[src/rtl/hd_clkload_gate_ctrl.sv]
// hd_clkload_gate_ctrl: ICG enable controller with wake settle, active grant and idle hold-off; HDCGC_STATS_EN adds the OFF-cycle counter
module hd_clkload_gate_ctrl #(
    parameter int NREQ     = 4,
    parameter int WAKE_CYC = 3,
    parameter int HOLD_CYC = 8,
    parameter int CW       = 4,
    parameter int STAT_W   = 16
) (
    input  logic              clk,
    input  logic              rst_n,
    input  logic [NREQ-1:0]   req,
    input  logic              force_on,
    output logic              cen,
    output logic [NREQ-1:0]   ack,
    output logic [1:0]        state,
    output logic [STAT_W-1:0] gated_cnt
);
    typedef enum logic [1:0] {OFF = 2'b00, WAKE = 2'b01, ON = 2'b10, HOLD = 2'b11} state_t;
    localparam logic [CW-1:0] WAKE_LD = CW'(WAKE_CYC - 1);
    localparam logic [CW-1:0] HOLD_LD = CW'(HOLD_CYC > 0 ? HOLD_CYC - 1 : 0);
    state_t st, st_n;
    logic [CW-1:0] ctr, ctr_n;
    logic [NREQ-1:0] ack_n;
    logic demand;
    assign demand = |req | force_on;
    assign state  = st;
    // State, counter and registered outputs; reset aborts any phase at once
    always_ff @(posedge clk or negedge rst_n) begin
        if (!rst_n) begin
            st  <= OFF;
            ctr <= '0;
            cen <= 1'b0;
            ack <= '0;
        end else begin
            st  <= st_n;
            ctr <= ctr_n;
            cen <= st_n != OFF;
            ack <= ack_n;
        end
    end
    // Next state: grants only ever come from the current REQ on an edge landing in ON
    always_comb begin
        st_n  = st;
        ctr_n = ctr;
        ack_n = '0;
        case (st)
            OFF: begin
                if (demand) begin
                    st_n  = WAKE;
                    ctr_n = WAKE_LD;
                end
            end
            WAKE: begin
                if (ctr != '0) begin
                    ctr_n = ctr - 1'b1;
                end else begin
                    st_n  = ON;
                    ack_n = req;
                end
            end
            ON: begin
                if (demand) begin
                    ack_n = req;
                end else if (HOLD_CYC > 0) begin
                    st_n  = HOLD;
                    ctr_n = HOLD_LD;
                end else begin
                    st_n = OFF;
                end
            end
            default: begin
                if (demand) begin
                    st_n  = ON;
                    ack_n = req;
                end else if (ctr == '0) begin
                    st_n = OFF;
                end else begin
                    ctr_n = ctr - 1'b1;
                end
            end
        endcase
    end
`ifdef HDCGC_STATS_EN
    // Saturating count of edges that start in OFF
    always_ff @(posedge clk or negedge rst_n) begin
        if (!rst_n) gated_cnt <= '0;
        else if (st == OFF && gated_cnt != {STAT_W{1'b1}}) gated_cnt <= gated_cnt + 1'b1;
    end
`else
    assign gated_cnt = '0;
`endif
endmodule

[config.mk]
export PLATFORM = sky130hd
export DESIGN_NAME = hd_clkload_gate_ctrl
export DESIGN_NICKNAME = d
export VERILOG_FILES = /design/src/rtl/hd_clkload_gate_ctrl.sv
export SDC_FILE = /design/constraint.sdc
export NUM_CORES = 1
export LEC_CHECK = 0
export CAP_MARGIN = 5
export CORE_MARGIN = 3
export CORE_UTILIZATION = 48
export CTS_BUF_LIST = sky130_fd_sc_hd__clkbuf_8
export DETAILED_ROUTE_END_ITERATION = 8
export GPL_ROUTABILITY_DRIVEN = 0
export HOLD_SLACK_MARGIN = 0.12
export PLACE_DENSITY = 0.85
export SYNTH_ARGS = -nofsm -noshare
export SYNTH_HDL_FRONTEND = slang
export SYNTH_SLANG_ARGS = --single-unit
[constraint.sdc]
create_clock -name clk -period 5.3 [get_ports clk]
set_input_delay 1.06 -clock clk [delete_from_list [all_inputs] [get_ports clk]]
set_output_delay 1.06 -clock clk [all_outputs]
set_load 0.01 [all_outputs]
; Word level (Yosys, flattened, before mapping)
; Index checks and enable logic that the tools add are counted.
[totals]
register_bits = 11
out_inout_bits = 23
inputBits = 7
wordCells = 34
[op_classes]
bitwise_logic = 1
mux = 15
eq_ne = 7
add_sub_neg = 1
reduce_logical = 6
[ops]
columns = cell, count
row1 = $mux 4, 7
row2 = $pmux 4 s3, 1
row3 = $mux 2, 5
row4 = $pmux 4 s2, 1
row5 = $ne 2x2->1 const B, 3
row6 = $pmux 2 s3, 1
row7 = $reduce_and 5->1, 1
row8 = $logic_not 4->1, 1
row9 = $ne 4x2->1 const B, 1
row10 = $reduce_bool 4->1, 1
row11 = $reduce_or 4->1, 1
row12 = $sub 4x1->4 const B, 1
row13 = $ne 3x1->1 const B, 1
row14 = $eq 2x1->1 const B, 1
row15 = $eq 2x2->1 const B, 1
row16 = $logic_not 2->1, 1
row17 = $reduce_bool 2->1, 1
row18 = $or 1x1->1, 1

; Longest topological paths before layout
[logic_depth]
word_depth = 5
mapped_depth = 6
mapped_depth_nobuf = 6

; Worst setup path after synthesis
; Ideal clock, no wire load.
[synth_path]
path_kind = input to register
startpoint = input port req[0]
endpoint = register ctr[0]
required_time_ps = 5175
arrival_ps = 2511
cell_stages = 5
setup_ps = 125
slack_ps = 2664
n_path_buf = 1
path_cell_list = or4_1 -> buf_2 -> a2111o_1 -> and3_4 -> mux2_4
[synth_between]
elab_chain_cells = 4
word_cells_on_any_way = 7
cone_classes = eq/ne: 4 / bitwise: 1 / reduce/logical: 2
[synth_rtl]
columns = item, line
row1 = "start, declared", 11  ; input logic [NREQ-1:0] req,
row2 = $reduce_or 4->1 (*), 25  ; assign demand = |req | force_on;
row3 = $or 1x1->1 (*), 25
row4 = $ne 4x2->1 (no source line) (tied with other cells), --
row5 = $reduce_and 5->1 (no source line) (*), --
row6 = "end signal, assigned", 36  ; ctr <= ctr_n;
row7 = "end, declared", 22  ; logic [CW-1:0] ctr, ctr_n;
; Every way passes the cells marked *; elsewhere a longest branch is shown, timed or not.
; A chain may end at the register's enable or synchronous reset.

; Worst setup path in the final report
[layout_path]
startpoint = input port req[0]
endpoint = register ctr[1]
; The elaborated chain is that of the path after synthesis.

==> flow_metrics.env <==
export IMPL_synth_warning_count=0
export IMPL_power_static_leakage_uw=0.0004378
export IMPL_worst_setup_path_type="in2reg"
export IMPL_postSynth_asyncResetShare_pct=100.0
export IMPL_list_of_cells_traversed_by_the_critical_path="clkdlybuf4s50_1 > or4_1 > o2111ai_1 > and3_4 > mux2_4"
export IMPL_cts_buffer_depth=2
export IMPL_grt_overflow_total=0
export IMPL_slew_viol_final=0
export IMPL_critical_path_peak_fanout=7
export IMPL_dr_total_vias=608
export IMPL_final_setup_tns_ns=0
export IMPL_number_of_synthesized_flops_with_an_enable_pin=0
export IMPL_dieWidth_um=46.75
export IMPL_period_minus_slack_ns=2.873
export IMPL_die_h_um=46.75
export IMPL_critPathArrivalTime_ns=3.00
export IMPL_io_buffer_count=13
export IMPL_cts_root_buffer="sky130_fd_sc_hd__clkbuf_8"
export IMPL_synth_area_sq_um=797.0
export IMPL_final_cells=116
export IMPL_min_path_type="reg2reg"
export IMPL_drtPass1Iterations=3
export IMPL_clk_insertion_delay_late_ns=0.25
export IMPL_place_worst_setup_slack_ns=2.174
export IMPL_cts_buffers=3
export IMPL_type_of_element_capturing_the_critical_path="flip-flop"
export IMPL_postSynthRegisterBits=11
export IMPL_yosysSeqAreaShare_pct=34.54
export IMPL_core_area_sq_um=1541
export IMPL_drt_vias_per_instance=5.241
export IMPL_remaining_drc_errors=0
export IMPL_slowest_delay_ns=0.64
export IMPL_layout_nets=113
export IMPL_half_perimeter_wire_length_after_detailed_placement_um=1195
export IMPL_diodes=0
export IMPL_commonest_non_fill_non_tap_cells_in_the_layout="sky130_fd_sc_hd__conb_1, sky130_fd_sc_hd__clkdlybuf4s50_1, sky130_fd_sc_hd__dfrtp_1"
export IMPL_grt_pass1_vias=561
export IMPL_grt_max_degree=12
export IMPL_worst_setup_hold_path_clk_slew_ns=0.05
export IMPL_fillers=145
export IMPL_area_growth_pct=15.86
export IMPL_syn_mean_instance_area_sq_um=9.377
export IMPL_postLayoutSetupSlackWorst_ns=2.427
export IMPL_routed_length_per_instance_um=13.23
export IMPL_die_area_sq_um=2186
export IMPL_core_rowCount=14
export IMPL_syn_instance_count=85
export IMPL_slowest_cell_on_the_critical_path="sky130_fd_sc_hd__or4_1"
export IMPL_io_pins=30
export IMPL_cap_violations=0
export IMPL_cts_tree="done"
export IMPL_route_antenna_remaining_nets=0
export IMPL_grt_antenna_before_repair=0
export IMPL_initial_core_util_pct=51.70
export IMPL_cellPowerDensity_nw_per_um2=571.2
export IMPL_grt_usage_pct=16.86
export IMPL_clock_fmax_ghz=0.3480
export IMPL_synthFlopType="sky130_fd_sc_hd__dfrtp_1"
export IMPL_ir_worst_vdd_mv=0.2741
export IMPL_clock_skew_ns=0.008052
export IMPL_crit_path_start_kind="primary input"
export IMPL_cts_htree_levels=1
export IMPL_clkSinkCount=11
export IMPL_unrepaired_setup_endpoints_after_global_routing="no"
export IMPL_dpl_cells=112
export IMPL_drt_total_wl_um=1535
export IMPL_cts_setup_buffers=0
export IMPL_drt_first_iter_violations=2
export IMPL_cts_hold_fix_buffers=0
export IMPL_wire_length_of_the_first_global_routing_pass_um=2497
export IMPL_hold_viol=0
export IMPL_result_of_the_run="finished clean"
export IMPL_finalCritPeriodShare_pct=54.21
export IMPL_critPathRequiredTime_ns=5.42
export IMPL_final_common_cell="sky130_fd_sc_hd__conb_1"
export IMPL_finalSetupViolCount=0
export IMPL_synth_distinct_cells=31
export IMPL_cts_resized_gates=0
export IMPL_post_route_cells_drive_above_1_share_pct=9.000
==> stage by stage <==
step	hold slack (ns)	util (%)	power, uW	area, sq um
after global routing	0.5696	59.90	575.3	923.4
after CTS	0.5437	59.90	531.4	923.4
after detailed placement	0.5283	56.98	442.2	878.3
after floorplan	0.4977	-	355.9	853.3
after global placement	0.5275	56.98	433.5	878.3
final	0.5398	59.90	527.4	923.4
==> worst paths after layout <==
path / end / depth (start not counted) / startpoint / slack, ns
setup reg to reg: ctr[1]$_DFFE_PN0P_ / 6 / state[0]$_DFF_PN0_ / 3.21
hold / removal: ctr[1]$_DFFE_PN0P_ / 1 / ctr[1]$_DFFE_PN0P_ / 0.54
max in group asynchronous: ack[0]$_DFF_PN0_ / 1 / rst_n / 3.83
hold reg to reg: ctr[1]$_DFFE_PN0P_ / 1 / ctr[1]$_DFFE_PN0P_ / 0.54
setup / recovery: ctr[1]$_DFFE_PN0P_ / 5 / req[0] / 2.43
min in group asynchronous: ack[3]$_DFF_PN0_ / 1 / rst_n / 1.14
==> area by class of cell <==
cell class	count	area, sq um	area share (%)
inverter	8	30.03	3.252
clock buffer	3	41.29	4.472
clock inverter	1	3.754	0.4065
timing repair buffer	13	130.1	14.09
multi-input combinational	64	422.9	45.80
sequential	11	275.3	29.81
tap	16	20.02	2.168
==> synth_stat cells (2+ instances only) <==
| master | n | area share [%] |
|---|---|---|
| sky130_fd_sc_hd__and2_1 | 3 | 2.4 |
| sky130_fd_sc_hd__a21oi_1 | 2 | 1.3 |
| sky130_fd_sc_hd__a31oi_1 | 2 | 1.6 |
| sky130_fd_sc_hd__nand2b_1 | 2 | 1.6 |
| sky130_fd_sc_hd__mux2_4 | 2 | 3.8 |
| sky130_fd_sc_hd__buf_4 | 16 | 15 |
| sky130_fd_sc_hd__or4_1 | 2 | 1.9 |
| sky130_fd_sc_hd__dfrtp_1 | 11 | 35 |
| sky130_fd_sc_hd__o21ai_0 | 4 | 2.5 |
| sky130_fd_sc_hd__nand2_1 | 3 | 1.4 |
| sky130_fd_sc_hd__o2111ai_1 | 2 | 2.2 |
| sky130_fd_sc_hd__and3_1 | 2 | 1.6 |
| sky130_fd_sc_hd__ha_1 | 5 | 7.8 |
| sky130_fd_sc_hd__nor2_1 | 5 | 2.4 |
| sky130_fd_sc_hd__inv_1 | 8 | 3.8 |
==> kinds of logic (layout without fill, tap and decap cells) <==
kind of cell,after synthesis,after routing,share of synthesized area [%]
buf+inv,25,25,19.47
simple gates,23,23,17.11
compound gates,18,18,16.80
flops,11,11,34.54
fa+ha+maj,5,5,7.849
mux,2,2,3.768
other cells,1,16,0.4705
==> routing by layer <==
| metal | vias to the layer above | wire (um) | GRT usage [%] |
|---|---|---|---|
| met5 | - | 0 | 0 |
| met4 | 0 | 29 | 9.945 |
| met3 | 4 | 96 | 6.897 |
| met2 | 20 | 777 | 25.82 |
| met1 | 290 | 631 | 19.81 |
| li1 | 294 | - | - |
==> flip-flops by register name, indices dropped and copies added, names as in the netlist <==
register  count
ack           4
cen           1
ctr           4
state         2
==> worst max-delay path, delay by kind of cell <==
kind | cells | cell delay [ns]
muxes | 1 | 0.30
AOI/OAI and AO/OA | 1 | 0.31
buffers and inverters | 1 | 0.41
and+or+nand+nor | 2 | 0.91
==> where the power goes <==
part	leakage, uW	switching (uW)	internal (uW)	total (uW)
clock	0.0000269	34.8	51.1	85.8
sequential	0.000131	35.8	123	159
combinational	0.000280	134	148	282
Power figures use the tool's default switching activity.
